[config.mk]
export PLATFORM = sky130hd
export DESIGN_NAME = keypad_event_queue
export DESIGN_NICKNAME = d
export VERILOG_FILES = /design/src/rtl/keypad_pkg.sv /design/src/rtl/keypad_evt_fifo.sv /design/src/rtl/keypad_event_queue.sv
export SDC_FILE = /design/constraint.sdc
export NUM_CORES = 1
export LEC_CHECK = 0
export CAP_MARGIN = 30
export CELL_PAD_IN_SITES_DETAIL_PLACEMENT = 1
export CELL_PAD_IN_SITES_GLOBAL_PLACEMENT = 2
export CORE_ASPECT_RATIO = 0.75
export CORE_MARGIN = 3
export CORE_UTILIZATION = 42
export CTS_CLUSTER_SIZE = 16
export DETAILED_ROUTE_END_ITERATION = 16
export HOLD_SLACK_MARGIN = 0.1
export PLACE_DENSITY_LB_ADDON = 0.1
export SETUP_SLACK_MARGIN = 0.1
export SYNTH_ARGS = -nofsm -noshare
export SYNTH_HDL_FRONTEND = slang
export SYNTH_SLANG_ARGS = --single-unit
[constraint.sdc]
create_clock -name clk -period 2.8 [get_ports clk]
set_input_delay 0.28 -clock clk [delete_from_list [all_inputs] [get_ports clk]]
set_output_delay 0.28 -clock clk [all_outputs]
set_load 0.01 [all_outputs]
[src/rtl/keypad_pkg.sv]
// Shared types and constants for the keypad event queue.
package keypad_pkg;

    localparam int KEY_CODE_W  = 5;
    localparam int EVT_REPEAT  = 6;
    localparam int EVT_RELEASE = 5;
    localparam int EVT_W       = KEY_CODE_W + 2;

    typedef enum logic [1:0] {
        IDLE   = 2'd0,
        HELD   = 2'd1,
        REPEAT = 2'd2
    } kp_state_t;

    // Bit order matches EVT_REPEAT / EVT_RELEASE.
    typedef struct packed {
        logic                  is_repeat;
        logic                  is_release;
        logic [KEY_CODE_W-1:0] code;
    } kp_event_t;

endpackage

[src/rtl/keypad_evt_fifo.sv]
// Synchronous show-ahead FIFO with natural-wrap pointers and a separate
// occupancy count. A push while full is accepted only if a pop frees a slot
// in the same cycle.
module keypad_evt_fifo #(
    parameter int WIDTH = 7,
    parameter int DEPTH = 8
) (
    input  logic             clk,
    input  logic             rst,
    input  logic             push,
    input  logic [WIDTH-1:0] push_data,
    input  logic             pop,
    output logic [WIDTH-1:0] head,
    output logic             full,
    output logic             empty
);

    localparam int PTR_W = $clog2(DEPTH);

    logic [PTR_W-1:0] wr_ptr_q, wr_ptr_d;
    logic [PTR_W-1:0] rd_ptr_q, rd_ptr_d;
    logic [PTR_W:0]   count_q, count_d;
    logic [WIDTH-1:0] mem_q [DEPTH];
    logic             do_push;
    logic             do_pop;

    assign empty = (count_q == '0);
    assign full  = (count_q == (PTR_W + 1)'(DEPTH));
    // Head reads as zero while empty so stale storage never leaks out.
    assign head  = empty ? '0 : mem_q[rd_ptr_q];

    // Next pointer/count values from the accepted push and pop.
    always_comb begin
        do_pop   = pop & ~empty;
        do_push  = push & (~full | do_pop);
        wr_ptr_d = do_push ? wr_ptr_q + PTR_W'(1) : wr_ptr_q;
        rd_ptr_d = do_pop  ? rd_ptr_q + PTR_W'(1) : rd_ptr_q;
        count_d  = count_q;
        case ({do_push, do_pop})
            2'b10:   count_d = count_q + (PTR_W + 1)'(1);
            2'b01:   count_d = count_q - (PTR_W + 1)'(1);
            default: count_d = count_q;
        endcase
    end

    // Pointer and count registers.
    always_ff @(posedge clk) begin
        if (rst) begin
            wr_ptr_q <= '0;
            rd_ptr_q <= '0;
            count_q  <= '0;
        end else begin
            wr_ptr_q <= wr_ptr_d;
            rd_ptr_q <= rd_ptr_d;
            count_q  <= count_d;
        end
    end

    // Storage write; no reset needed since reads are gated by count.
    always_ff @(posedge clk) begin
        if (do_push) begin
            mem_q[wr_ptr_q] <= push_data;
        end
    end

endmodule

[src/rtl/keypad_event_queue.sv]
// Turns the scanner's debounced key level into press / release / auto-repeat
// events queued in a small FIFO.
// Optional feature macro: KEYPAD_AUTOREPEAT_EN (timer, REPEAT state and
// repeat events); without it HELD only exits on release or rollover.
module keypad_event_queue
    import keypad_pkg::*;
#(
    parameter int DEPTH         = 8,
    parameter int REPEAT_DELAY  = 25_000_000,
    parameter int REPEAT_PERIOD = 5_000_000
) (
    input  logic                  clk,
    input  logic                  rst,
    input  logic [KEY_CODE_W-1:0] key_code,
    input  logic                  key_ready,
    input  logic                  pop,
    output logic                  out_valid,
    output logic [EVT_W-1:0]      out_event,
    output logic                  overflow,
    input  logic                  clr_overflow
);

    if (DEPTH < 2 || (DEPTH & (DEPTH - 1)) != 0) begin : g_bad_depth
        $error("keypad_event_queue: DEPTH must be a power of 2 and >= 2");
    end
    if (REPEAT_DELAY < 2 || REPEAT_PERIOD < 2) begin : g_bad_repeat
        $error("keypad_event_queue: REPEAT_DELAY and REPEAT_PERIOD must be >= 2");
    end

`ifdef KEYPAD_AUTOREPEAT_EN
    localparam int FIFO_W  = EVT_W;
    localparam int T_MAX   = (REPEAT_DELAY > REPEAT_PERIOD) ? REPEAT_DELAY : REPEAT_PERIOD;
    localparam int TIMER_W = $clog2(T_MAX);
    localparam logic [TIMER_W-1:0] DELAY_LOAD  = TIMER_W'(REPEAT_DELAY - 1);
    localparam logic [TIMER_W-1:0] PERIOD_LOAD = TIMER_W'(REPEAT_PERIOD - 1);

    logic [TIMER_W-1:0] timer_q, timer_d;
    logic               push_rpt;
`else
    localparam int FIFO_W = EVT_W - 1;
`endif

    kp_state_t             state_q, state_d;
    logic                  ready_q;
    logic [KEY_CODE_W-1:0] held_code_q, held_code_d;
    logic                  overflow_q, overflow_d;
    logic                  push;
    logic                  push_rel;
    logic [KEY_CODE_W-1:0] push_code;
    logic [FIFO_W-1:0]     push_data;
    logic [FIFO_W-1:0]     fifo_head;
    logic                  fifo_full;
    logic                  fifo_empty;
    kp_event_t             head_evt;

    // Event generation: release beats rollover beats repeat.
    always_comb begin
        state_d     = state_q;
        held_code_d = held_code_q;
        push        = 1'b0;
        push_rel    = 1'b0;
        push_code   = '0;
`ifdef KEYPAD_AUTOREPEAT_EN
        timer_d     = timer_q;
        push_rpt    = 1'b0;
`endif
        unique case (state_q)
            IDLE: begin
                if (key_ready && !ready_q) begin
                    push        = 1'b1;
                    push_code   = key_code;
                    held_code_d = key_code;
                    state_d     = HELD;
`ifdef KEYPAD_AUTOREPEAT_EN
                    timer_d     = DELAY_LOAD;
`endif
                end
            end
            HELD, REPEAT: begin
                if (!key_ready) begin
                    push      = 1'b1;
                    push_rel  = 1'b1;
                    push_code = held_code_q;
                    state_d   = IDLE;
                end else if (key_code != held_code_q) begin
                    // Rollover: new press, no release for the old code.
                    push        = 1'b1;
                    push_code   = key_code;
                    held_code_d = key_code;
                    state_d     = HELD;
`ifdef KEYPAD_AUTOREPEAT_EN
                    timer_d     = DELAY_LOAD;
                end else if (timer_q == '0) begin
                    push      = 1'b1;
                    push_rpt  = 1'b1;
                    push_code = held_code_q;
                    timer_d   = PERIOD_LOAD;
                    state_d   = REPEAT;
                end else begin
                    timer_d = timer_q - TIMER_W'(1);
`endif
                end
            end
            default: state_d = IDLE;
        endcase
    end

`ifdef KEYPAD_AUTOREPEAT_EN
    assign push_data          = {push_rpt, push_rel, push_code};
    assign head_evt.is_repeat = fifo_head[EVT_REPEAT];
`else
    assign push_data          = {push_rel, push_code};
    assign head_evt.is_repeat = 1'b0;
`endif
    assign head_evt.is_release = fifo_head[EVT_RELEASE];
    assign head_evt.code       = fifo_head[KEY_CODE_W-1:0];

    // Sticky overflow: a dropped push wins over a simultaneous clear.
    always_comb begin
        overflow_d = overflow_q;
        if (push && fifo_full && !pop) begin
            overflow_d = 1'b1;
        end else if (clr_overflow) begin
            overflow_d = 1'b0;
        end
    end

    // FSM and control registers.
    always_ff @(posedge clk) begin
        if (rst) begin
            state_q     <= IDLE;
            ready_q     <= 1'b0;
            held_code_q <= '0;
            overflow_q  <= 1'b0;
`ifdef KEYPAD_AUTOREPEAT_EN
            timer_q     <= '0;
`endif
        end else begin
            state_q     <= state_d;
            ready_q     <= key_ready;
            held_code_q <= held_code_d;
            overflow_q  <= overflow_d;
`ifdef KEYPAD_AUTOREPEAT_EN
            timer_q     <= timer_d;
`endif
        end
    end

    keypad_evt_fifo #(
        .WIDTH (FIFO_W),
        .DEPTH (DEPTH)
    ) u_fifo (
        .clk       (clk),
        .rst       (rst),
        .push      (push),
        .push_data (push_data),
        .pop       (pop),
        .head      (fifo_head),
        .full      (fifo_full),
        .empty     (fifo_empty)
    );

    assign out_valid = ~fifo_empty;
    assign out_event = head_evt;
    assign overflow  = overflow_q;

endmodule
### After elaboration in Yosys (flattened, before gate mapping)

Memories as Yosys holds them, arrays and structs flattened. A register that Yosys moved wholly into a read port is not among the register bits.
Index checks and enable logic that the tools add are counted.

| operators by class | value |
|---|---|
| eq/ne operators | 10 |
| mux-type cells | 26 |
| bitwise operators | 5 |
| reductions and logical operators | 13 |
| add/subtract/negate cells | 4 |

Operators with widths:

| cell | count |
|---|---|
| $mux W5 | 6 |
| $pmux W5 S2 | 2 |
| $mux W1 | 9 |
| $pmux W4 S2 | 1 |
| $add A3 B1 Y3 const B | 2 |
| $mux W2 | 3 |
| $mux W3 | 2 |
| $mux W6 | 1 |
| $ne A2 B2 Y1 const B | 3 |
| $reduce_bool A2 Y1 | 3 |
| $ne A5 B5 Y1 | 1 |
| $add A4 B1 Y4 const B | 1 |
| $eq A2 B1 Y1 const B | 2 |
| $eq A2 B2 Y1 const B | 2 |
| $eq A4 B4 Y1 const B | 1 |
| $logic_not A4 Y1 | 1 |
| $pmux W2 S2 | 1 |
| $reduce_and A4 Y1 | 1 |
| $sub A4 B1 Y4 const B | 1 |
| $logic_and A1 B1 Y1 | 3 |
| $ne A3 B3 Y1 const B | 1 |
| $and A1 B1 Y1 | 2 |
| $logic_not A1 Y1 | 2 |
| $logic_not A2 Y1 | 1 |
| 5 further kinds | 6 |

| storage, ports and cells | value |
|---|---|
| output and inout port bits | 9 |
| register bits after elaboration | 19 |
| input bits | 10 |
| memories | 1 |
| memory bits (writable) | 48 |
| word-level logic and storage cells | 66 |

Memory list:

| memory | words | bits a word | rd ports | clocked after memory_dff | write ports | line | source |
|---|---|---|---|---|---|---|---|
| u_fifo.mem_q | 8 | 6 | 1 | 1 | 1 | keypad_evt_fifo.sv:23 | `logic [WIDTH-1:0] mem_q [DEPTH];` |

### Longest topological paths before layout

Gate-level depths: netlist of run 1.

| logic depth | value |
|---|---|
| word-level depth | 7 |
| gate-level depth with buffers | 12 |
| mapped depth without buffers | 11 |

### By module

Synthesis of run 1 repeated with hierarchy kept, for this count alone.

| second synthesis, totals | value |
|---|---|
| cells, all modules | 201 |
| area total of the unflattened synthesis | 2961.6 µm² |

By module, submodules not included:

| module | cells an instance | times used | area each (µm²) | seq. area each (µm²) |
|---|---|---|---|---|
| keypad_evt_fifo | 148 | 1 | 2513.7 | 1701.6 |
| keypad_event_queue | 53 | 1 | 447.9 | 160.2 |

### Least setup slack after synthesis of run 1

Ideal clock, no wire load.

| path | value |
|---|---|
| path type | reg-to-reg |
| from | reg u_fifo.count_q[1] |
| to | reg u_fifo.count_q[2] |
| buffers on the path | 1 |
| setup slack | 0.369 ns |
| cell stages (with the launch flop) | 13 |
| data arrival time | 2.361 ns |
| period minus slack after synthesis | 2.431 ns |
| required time | 2.730 ns |
| setup time | 0.070 ns |
| path through | dfxtp_1 > buf_4 > nor4_4 > inv_1 > nand2_1 > inv_1 > ha_1 > xor2_1 > ha_1 > a21oi_1 > xor2_1 > or3_1 > a21oi_1 |

| between the ends | value |
|---|---|
| word-level cells in the longest chain between the ends | 7 |
| elaborated cells between the ends (all ways) | 13 |
| classes of those cells | add/sub: 2; eq/ne: 3; mux: 1; bitwise: 5; reduce/logical: 2 |

RTL lines:

| item | line | source |
|---|---|---|
| from (decl) | keypad_evt_fifo.sv:22 | `logic [PTR_W:0] count_q, count_d;` |
| from (signal assigned) | keypad_evt_fifo.sv:55 | `count_q <= count_d;` |
| $logic_not A4 Y1 * | keypad_evt_fifo.sv:27 | `assign empty = (count_q == '0);` |
| $not A1 Y1 * | -- |  |
| net out_valid | keypad_event_queue.sv:17 | `output logic out_valid,` |
| $and A1 B1 Y1 * | keypad_evt_fifo.sv:34 | `do_pop = pop & ~empty;` |
| net u_fifo.do_pop | keypad_evt_fifo.sv:25 | `logic do_pop;` |
| $or A1 B1 Y1 | keypad_evt_fifo.sv:35 | `do_push = push & (~full \| do_pop);` |
| $and A1 B1 Y1 | keypad_evt_fifo.sv:35 |  |
| $eq A2 B1 Y1 or $eq A2 B2 Y1 (tied branches) | keypad_evt_fifo.sv:39 | `case ({do_push, do_pop})` |
| $pmux W4 S2 or $reduce_bool A2 Y1 (tied branches) | -- |  |

Mark *: on every way through the listed nets, which the timed path passes. The rest lies on a longest branch.
A chain may end at the register's enable or synchronous reset.

### Final worst setup path of run 1

| path | value |
|---|---|
| from | in key_code[2] |
| to | reg u_fifo.count_q[2] |

| between the ends | value |
|---|---|
| word-level cells in the longest chain between the ends | 7 |
| elaborated cells between the ends (all ways) | 9 |
| classes of those cells | eq/ne: 3; mux: 4; bitwise: 1; reduce/logical: 1 |

RTL lines:

| item | line | source |
|---|---|---|
| from (decl) | keypad_event_queue.sv:14 | `input logic [KEY_CODE_W-1:0] key_code,` |
| $ne A5 B5 Y1 * | keypad_event_queue.sv:85 | `end else if (key_code != held_code_q) begin` |
| $mux W1 * | keypad_event_queue.sv:85 |  |
| $mux W1 * | keypad_event_queue.sv:80 | `if (!key_ready) begin` |
| $pmux W1 S2 * | keypad_event_queue.sv:67 | `unique case (state_q)` |
| $and A1 B1 Y1 * | keypad_evt_fifo.sv:35 |  |
| $eq A2 B1 Y1 or $eq A2 B2 Y1 (tied branches) | keypad_evt_fifo.sv:39 |  |
| $pmux W4 S2 or $reduce_bool A2 Y1 (tied branches) | -- |  |

Every way passes the cells marked *; elsewhere a longest branch is shown, timed or not.

==> results of run 1 <==
registers in the layout (all words and copies together) (netlist names), named ones only:
register,flops
overflow,1
state_q,1
ready_q,1
u_fifo.count_q,4
held_code_q,5
u_fifo.wr_ptr_q,3
u_fifo.mem_q,48
u_fifo.rd_ptr_q,3
cell type report:
cell class                 count  area share (%)
tap                           81           2.854
sequential                    69           52.43
timing repair buffer          39           9.443
clock inverter                 5           2.149
clock buffer                  10           3.594
inverter                       5          0.5285
multi-input combinational    114           29.00
worst min-delay path, stage by stage (launching register included):
cell and delay (ns):
dfxtp_1 0.32, nand2_1 0.05, a21oi_1 0.08
report_power, final:
| group | internal, mW | switching [mW] | total (mW) | leakage [nW] |
|---|---|---|---|---|
| logic | 0.413 | 0.357 | 0.771 | 0.571 |
| registers | 1.17 | 0.0815 | 1.25 | 0.618 |
| clock network | 0.492 | 0.356 | 0.848 | 0.0998 |
| total | 2.08 | 0.795 | 2.87 | 1.29 |
worst max path at each step:
stage / start / end / slack, ns / cells past startpoint
6_report: key_code[2] / u_fifo.count_q[2]$_SDFFE_PP0P_ / 0.33 / 13
5_1_grt: key_code[4] / u_fifo.count_q[2]$_SDFFE_PP0P_ / 0.12 / 13
4_1_cts: flip-flop / out_event[2] / 0.30 / 5
3_5_place_dp: key_code[3] / u_fifo.count_q[2]$_SDFFE_PP0P_ / -0.05 / 13
3_3_place_gp: key_code[2] / u_fifo.count_q[2]$_SDFFE_PP0P_ / 0.05 / 13
2_1_floorplan: u_fifo.count_q[1]$_SDFFE_PP0P_ / u_fifo.count_q[2]$_SDFFE_PP0P_ / 0.37 / 12
metrics by stage:
stage	utilization (%)	power [mW]	cell area (um2)	hold WS (ns)	setup WS, ns
final	54.06	2.871	3551	0.5009	0.3326
after global routing	54.06	3.038	3551	0.5452	0.1180
after CTS	54.06	2.916	3551	0.5076	0.2958
after detailed placement	50.95	2.065	3347	0.4932	-0.04559
after global placement	50.95	2.021	3347	0.4729	0.05042
after floorplan	-	1.746	2958	0.4272	0.3689
layout by cell type, fill, tap and decap left out, types with 3 or more instances in the layout:
cell              n
xor2_1            9
clkbuf_8          9
dfxtp_1          21
mux2i_1          13
ha_1              5
o21ai_0           4
nand2_1           5
nor3b_1           3
a21oi_1           6
a22o_1            4
edfxtp_1         48
nor2b_1           4
inv_1             5
mux4_2           12
clkdlybuf4s50_1  17
buf_4            22
nor2_1           22
logic make-up (layout without fill, tap and decap cells):
| logic type | after synthesis | count (layout) | share of synthesized area, % |
|---|---|---|---|
| flip-flops | 69 | 69 | 62.94 |
| AND/OR/NAND/NOR | 51 | 51 | 10.36 |
| multiplexers | 26 | 26 | 14.04 |
| AO/OA/AOI/OAI | 20 | 20 | 4.907 |
| buffers and inverters | 14 | 59 | 2.242 |
| XOR/XNOR | 11 | 11 | 3.257 |
| adder cells (fa/ha/maj) | 5 | 5 | 2.115 |
| other | 1 | 1 | 0.1268 |
metal layers:
| metal | vias up | part of all wire (%) | global-route usage (%) | routed length [um] |
|---|---|---|---|---|
| li1 | 814 | - | - | - |
| met5 | - | 0 | 0 | 0 |
| met4 | 0 | 1.2 | 5.304 | 70 |
| met2 | 26 | 49 | 26.70 | 2872 |
| met3 | 4 | 3.4 | 5.950 | 204 |
| met1 | 857 | 47 | 20.88 | 2768 |
==> reports/results.tsv, run 1 <==
metric	value	unit
status	finished clean	
cp_slowest_cell	clkdlybuf4s50_1	
start_util	45.03	%
grt_usage	16.61	%
ys_types	40	
numCtsBuffers	9	
path_common_cell	xor2_1	
synthToLayoutAreaGrowth	20.05	%
gr-total-overflow	0	
cts_setup_buffers	0	
crit_path_max_fanout	3	
die_h	78.68	um
setup_viol	0	
cts_resized	0	
drt_wl_total	5.916	mm
yosysMostFrequentCell	edfxtp_1	
period_share	88.12	%
fillerInstances	659	
synth_common_cells	edfxtp_1 (48), nor2_1 (22), dfxtp_1 (21), mux2i_1 (13), mux4_2 (12)	
synth_seq_cells	69	
synth_ff_type	edfxtp_1	
cts_tree	built	
vias	1701	
synth.avg_cell_area	15.01	um2
row_count	25	
dp_hpwl	4.250	mm
critical_path.startpoint_type	primary input	
syn_area	2958	um2
worst_pin_slew	0.7165	ns
end_kind	flip-flop	
cp.required	3.05	ns
p_leak	1.289	nW
antenna_found_initial	0	
maxSlewHeadroom	52.08	%
r2r-start	u_fifo.count_q[1]$_SDFFE_PP0P_	
final_antenna_net_count	0	
drv_slew	0	
layoutNonFillerInstCount	323	
critical_path_class	primary input to flip-flop	
synth-async-reset-ratio	0	%
holdCritPathClass	flip-flop to flip-flop	
multi_input_area	1030	um2
die_x	102.9	um
clk_path_buf_depth	2	
synth_edf_count	48	
route.detailed.drc	0	
drtIter0Drc	69	
cap_violations	0	
crit_chain	clkdlybuf4s50_1 > xor2_1 > nor4_2 > buf_4 > a211oi_2 > inv_1 > ha_1 > xor2_1 > ha_1 > a21oi_1 > xor2_1 > or3_1 > a21oi_1	
ys_seq_area_share	62.94	%
r2r_slack	0.36	ns
dieArea	8096	um2
drive_gt1_share	24.79	%
synth.net_count	212	
ys_top_cells_by_area	edfxtp_1 (49%), dfxtp_1 (14%), mux4_2 (9.1%)	
critPathBufInv	3	
finalClockSkew	0.007123	ns
holdBufCountCts	0	
yosys.area.top_type	edfxtp_1	
arrival	2.72	ns
place_inst	308	
finalHoldViolCount	0	
ys_warn_count	0	
wl_per_cell	18.32	um
critPathTopFamily	buffers and inverters	
fmax	0.4053	GHz
hp-start	u_fifo.rd_ptr_q[1]$_SDFFE_PP0P_	
worstReg2RegEnd	u_fifo.count_q[2]$_SDFFE_PP0P_	
clk_latency	0.34	ns
finalNetCount	253	
port-buffer-count	17	
yosysTopAreaCellShare	48.73	%
holdPathStages	2	
rsz0062_at_grt	false	
grt_pass1_wl	9.756	mm
clockRootBuffer	clkbuf_8	
regArea	1862	um2
tns	0	ns
top_level_ports	19	
core_area	6569	um2
vdd_drop_max	0.2651	mV
postSynthCellCount	197	
dr.pass1.iters	4	
gp_congestion	0.7736	
path_clk_slew	0.07	ns
htreeDepth	3	
grt_pass1_vias	1893	
reg2reg_depth	11	
antenna_cells	0	
fin_crit	2.467	ns
viasPerCell	5.266	
powerDensity	808.5	nW/um2
cpPeakStageDelay	0.50	ns
cts.sinks	69	
grt_start_max_net_pins	20	
Power figures use the tool's default switching activity.
==> run 2: changes to the inputs <==
--- a/config.mk
+++ b/config.mk
@@ -9,7 +9,6 @@
 export CELL_PAD_IN_SITES_DETAIL_PLACEMENT = 1
 export CELL_PAD_IN_SITES_GLOBAL_PLACEMENT = 2
 export CORE_ASPECT_RATIO = 0.75
-export CORE_MARGIN = 3
 export CORE_UTILIZATION = 42
 export CTS_CLUSTER_SIZE = 16
 export DETAILED_ROUTE_END_ITERATION = 16
==> run 2 against run 1 <==
Effect of this change:
- first-iteration DRC count decreased by 19%
- clock power increased by 5.2%
- combinational power about the same
- register-to-register slack about the same
- sequential share of layout area increased by 0.13 points
- final cell count unchanged
- non-clock buffer count decreased by 4
- clock skew increased by 0.0024 ns
==> reports/results.tsv, run 2 (same netlist as run 1, synthesis figures left out) <==
metric	value	unit	change
core_area	6799	um2	was 6569 um2
cp.required	2.52	ns	was 3.05 ns
worst_pin_slew	0.7612	ns	was 0.7165 ns
holdBufCountCts	0		unchanged
clk_latency	0.35	ns	was 0.34 ns
drtIter0Drc	56		was 69
fin_crit	2.543	ns	was 2.467 ns
crit_chain	mux4_2 > mux2i_1 > nor2_1 > clkdlybuf4s50_1		was clkdlybuf4s50_1 > xor2_1 > nor4_2 > buf_4 > a211oi_2 > inv_1 > ha_1 > xor2_1 > ha_1 > a21oi_1 > xor2_1 > or3_1 > a21oi_1
htreeDepth	3		unchanged
antenna_found_initial	0		unchanged
maxSlewHeadroom	49.09	%	was 52.08%
fmax	0.3932	GHz	was 0.4053 GHz
critical_path.startpoint_type	flip-flop		was primary input
total_power	2.911	mW	was 2.871 mW
drive_gt1_share	24.27	%	was 24.79%
critPathTopFamily	flip-flops		was buffers and inverters
gp_congestion	0.7046		was 0.7736
post-place-ws	-0.07122	ns	was -0.04559 ns
route.detailed.drc	0		unchanged
start_util	43.50	%	was 45.03%
setup_viol	0		unchanged
drt_wl_total	5.713	mm	was 5.916 mm
numCtsBuffers	9		unchanged
port-buffer-count	17		unchanged
cp_slowest_cell	dfxtp_1		was clkdlybuf4s50_1
clk_path_buf_depth	2		unchanged
critPathBufInv	1		was 3
viasPerCell	5.266		unchanged
vias	1701		unchanged
finalClockSkew	0.009542	ns	was 0.007123 ns
cts_setup_buffers	0		unchanged
holdCritPathClass	flip-flop to flip-flop		unchanged
top_level_ports	19		unchanged
drv_slew	0		unchanged
gr-total-overflow	0		unchanged
tns	0	ns	unchanged
cts_tree	built		unchanged
grt_pass1_vias	1735		was 1893
status	finished clean		unchanged
dr.pass1.iters	4		unchanged
cpPeakStageDelay	0.71	ns	was 0.50 ns
final_antenna_net_count	0		unchanged
p_leak	1.276	nW	was 1.289 nW
antenna_cells	0		unchanged
dpl_cell_area	3321	um2	was 3347 um2
path_clk_slew	0.07	ns	about the same
cap_violations	0		unchanged
end_kind	output pin		was flip-flop
cts_resized	0		unchanged
finalNetCount	249		was 253
utilization	52.10	%	was 54.06%
grt_start_max_net_pins	20		unchanged
rsz0062_at_grt	false		unchanged
synthToLayoutAreaGrowth	19.75	%	was 20.05%
die_x	98.90	um	was 102.9 um
clockRootBuffer	clkbuf_8		unchanged
finalHoldViolCount	0		unchanged
reg_top3	u_fifo.mem_q (48), held_code_q (5), u_fifo.count_q (4)		unchanged
dp_hpwl	4.022	mm	was 4.250 mm
top_register	u_fifo.mem_q		unchanged
largest_reg_flops	48		unchanged
dieArea	7385	um2	was 8096 um2
grt_usage	17.42	%	was 16.61%
period_share	90.84	%	was 88.12%
crit_path_max_fanout	12		was 3
cts.sinks	69		unchanged
final_cell_mix	edfxtp_1 (48), nor2_1 (22), dfxtp_1 (21)		was edfxtp_1 (48), nor2_1 (22), buf_4 (22)
finalInstanceArea	3542	um2	was 3551 um2
vdd_drop_max	0.4240	mV	was 0.2651 mV
final_common_cell	edfxtp_1		unchanged
row_count	26		was 25
critical_path_class	flip-flop to output pin		was primary input to flip-flop
powerDensity	821.7	nW/um2	was 808.5 nW/um2
arrival	2.26	ns	was 2.72 ns
wl_per_cell	17.69	um	was 18.32 um
grt_pass1_wl	9.066	mm	was 9.756 mm
setup_slack	0.2565	ns	was 0.3326 ns
die_h	74.68	um	was 78.68 um
==> run 2: cell types whose count changed in the layout (fill, tap and decap cells not counted), sizes merged <==
cell,change
buf,-4
inv,+2
clkbuf,-1
==> run 2: routing by layer <==
metal,GRT usage (%),part of all wire [%],vias up
met5,0,0,-
met1,22.62,48,844
li1,-,-,810
met3,5.850,4.5,8
met2,27.97,46,39
met4,5.970,1.2,0
==> run 2: path summary, 6_finish.rpt <==
path                                    from                         endpoint  slack (ns)  cells after the start
max                                flip-flop                     out_event[5]        0.26                      4
min          u_fifo.rd_ptr_q[1]$_SDFFE_PP0P_  u_fifo.rd_ptr_q[1]$_SDFFE_PP0P_        0.50                      2
max reg2reg   u_fifo.count_q[1]$_SDFFE_PP0P_   u_fifo.count_q[2]$_SDFFE_PP0P_        0.35                     11
min reg2reg  u_fifo.rd_ptr_q[1]$_SDFFE_PP0P_  u_fifo.rd_ptr_q[1]$_SDFFE_PP0P_        0.50                      2
==> run 2: area by class of cell <==
cell class / count / area [um2]
flip-flops and latches: 69 / 1862
clock inverters: 7 / 97.59
inverters: 5 / 18.77
fillers: 664 / 3257
repair buffers: 35 / 305.3
well taps: 84 / 105.1
multi-input cells: 114 / 1030
clock buffers: 9 / 123.9
==> run 2: power breakdown <==
group	internal [mW]	leakage, nW	switching, mW
combinational	0.411	0.551	0.357
sequential	1.17	0.618	0.0813
clock	0.505	0.108	0.386
==> run 2: worst register-to-register path, stage by stage, from the launching register on <==
cell	delay, ns
dfxtp_1	0.52
nor4_2	0.11
buf_4	0.16
a211oi_2	0.24
inv_1	0.10
ha_1	0.21
xor2_1	0.15
ha_1	0.18
a21oi_1	0.15
xor2_1	0.10
or3_1	0.31
a21oi_1	0.15
==> run 2: stage by stage <==
| stage | std cells | hold WS [ns] |
|---|---|---|
| 6_report | 323 | 0.4990 |
| 5_1_grt | 323 | 0.5387 |
| 4_1_cts | 323 | 0.5024 |
| 3_5_place_dp | 307 | 0.4915 |
| 3_3_place_gp | 307 | 0.4686 |
| 2_1_floorplan | 197 | 0.4272 |
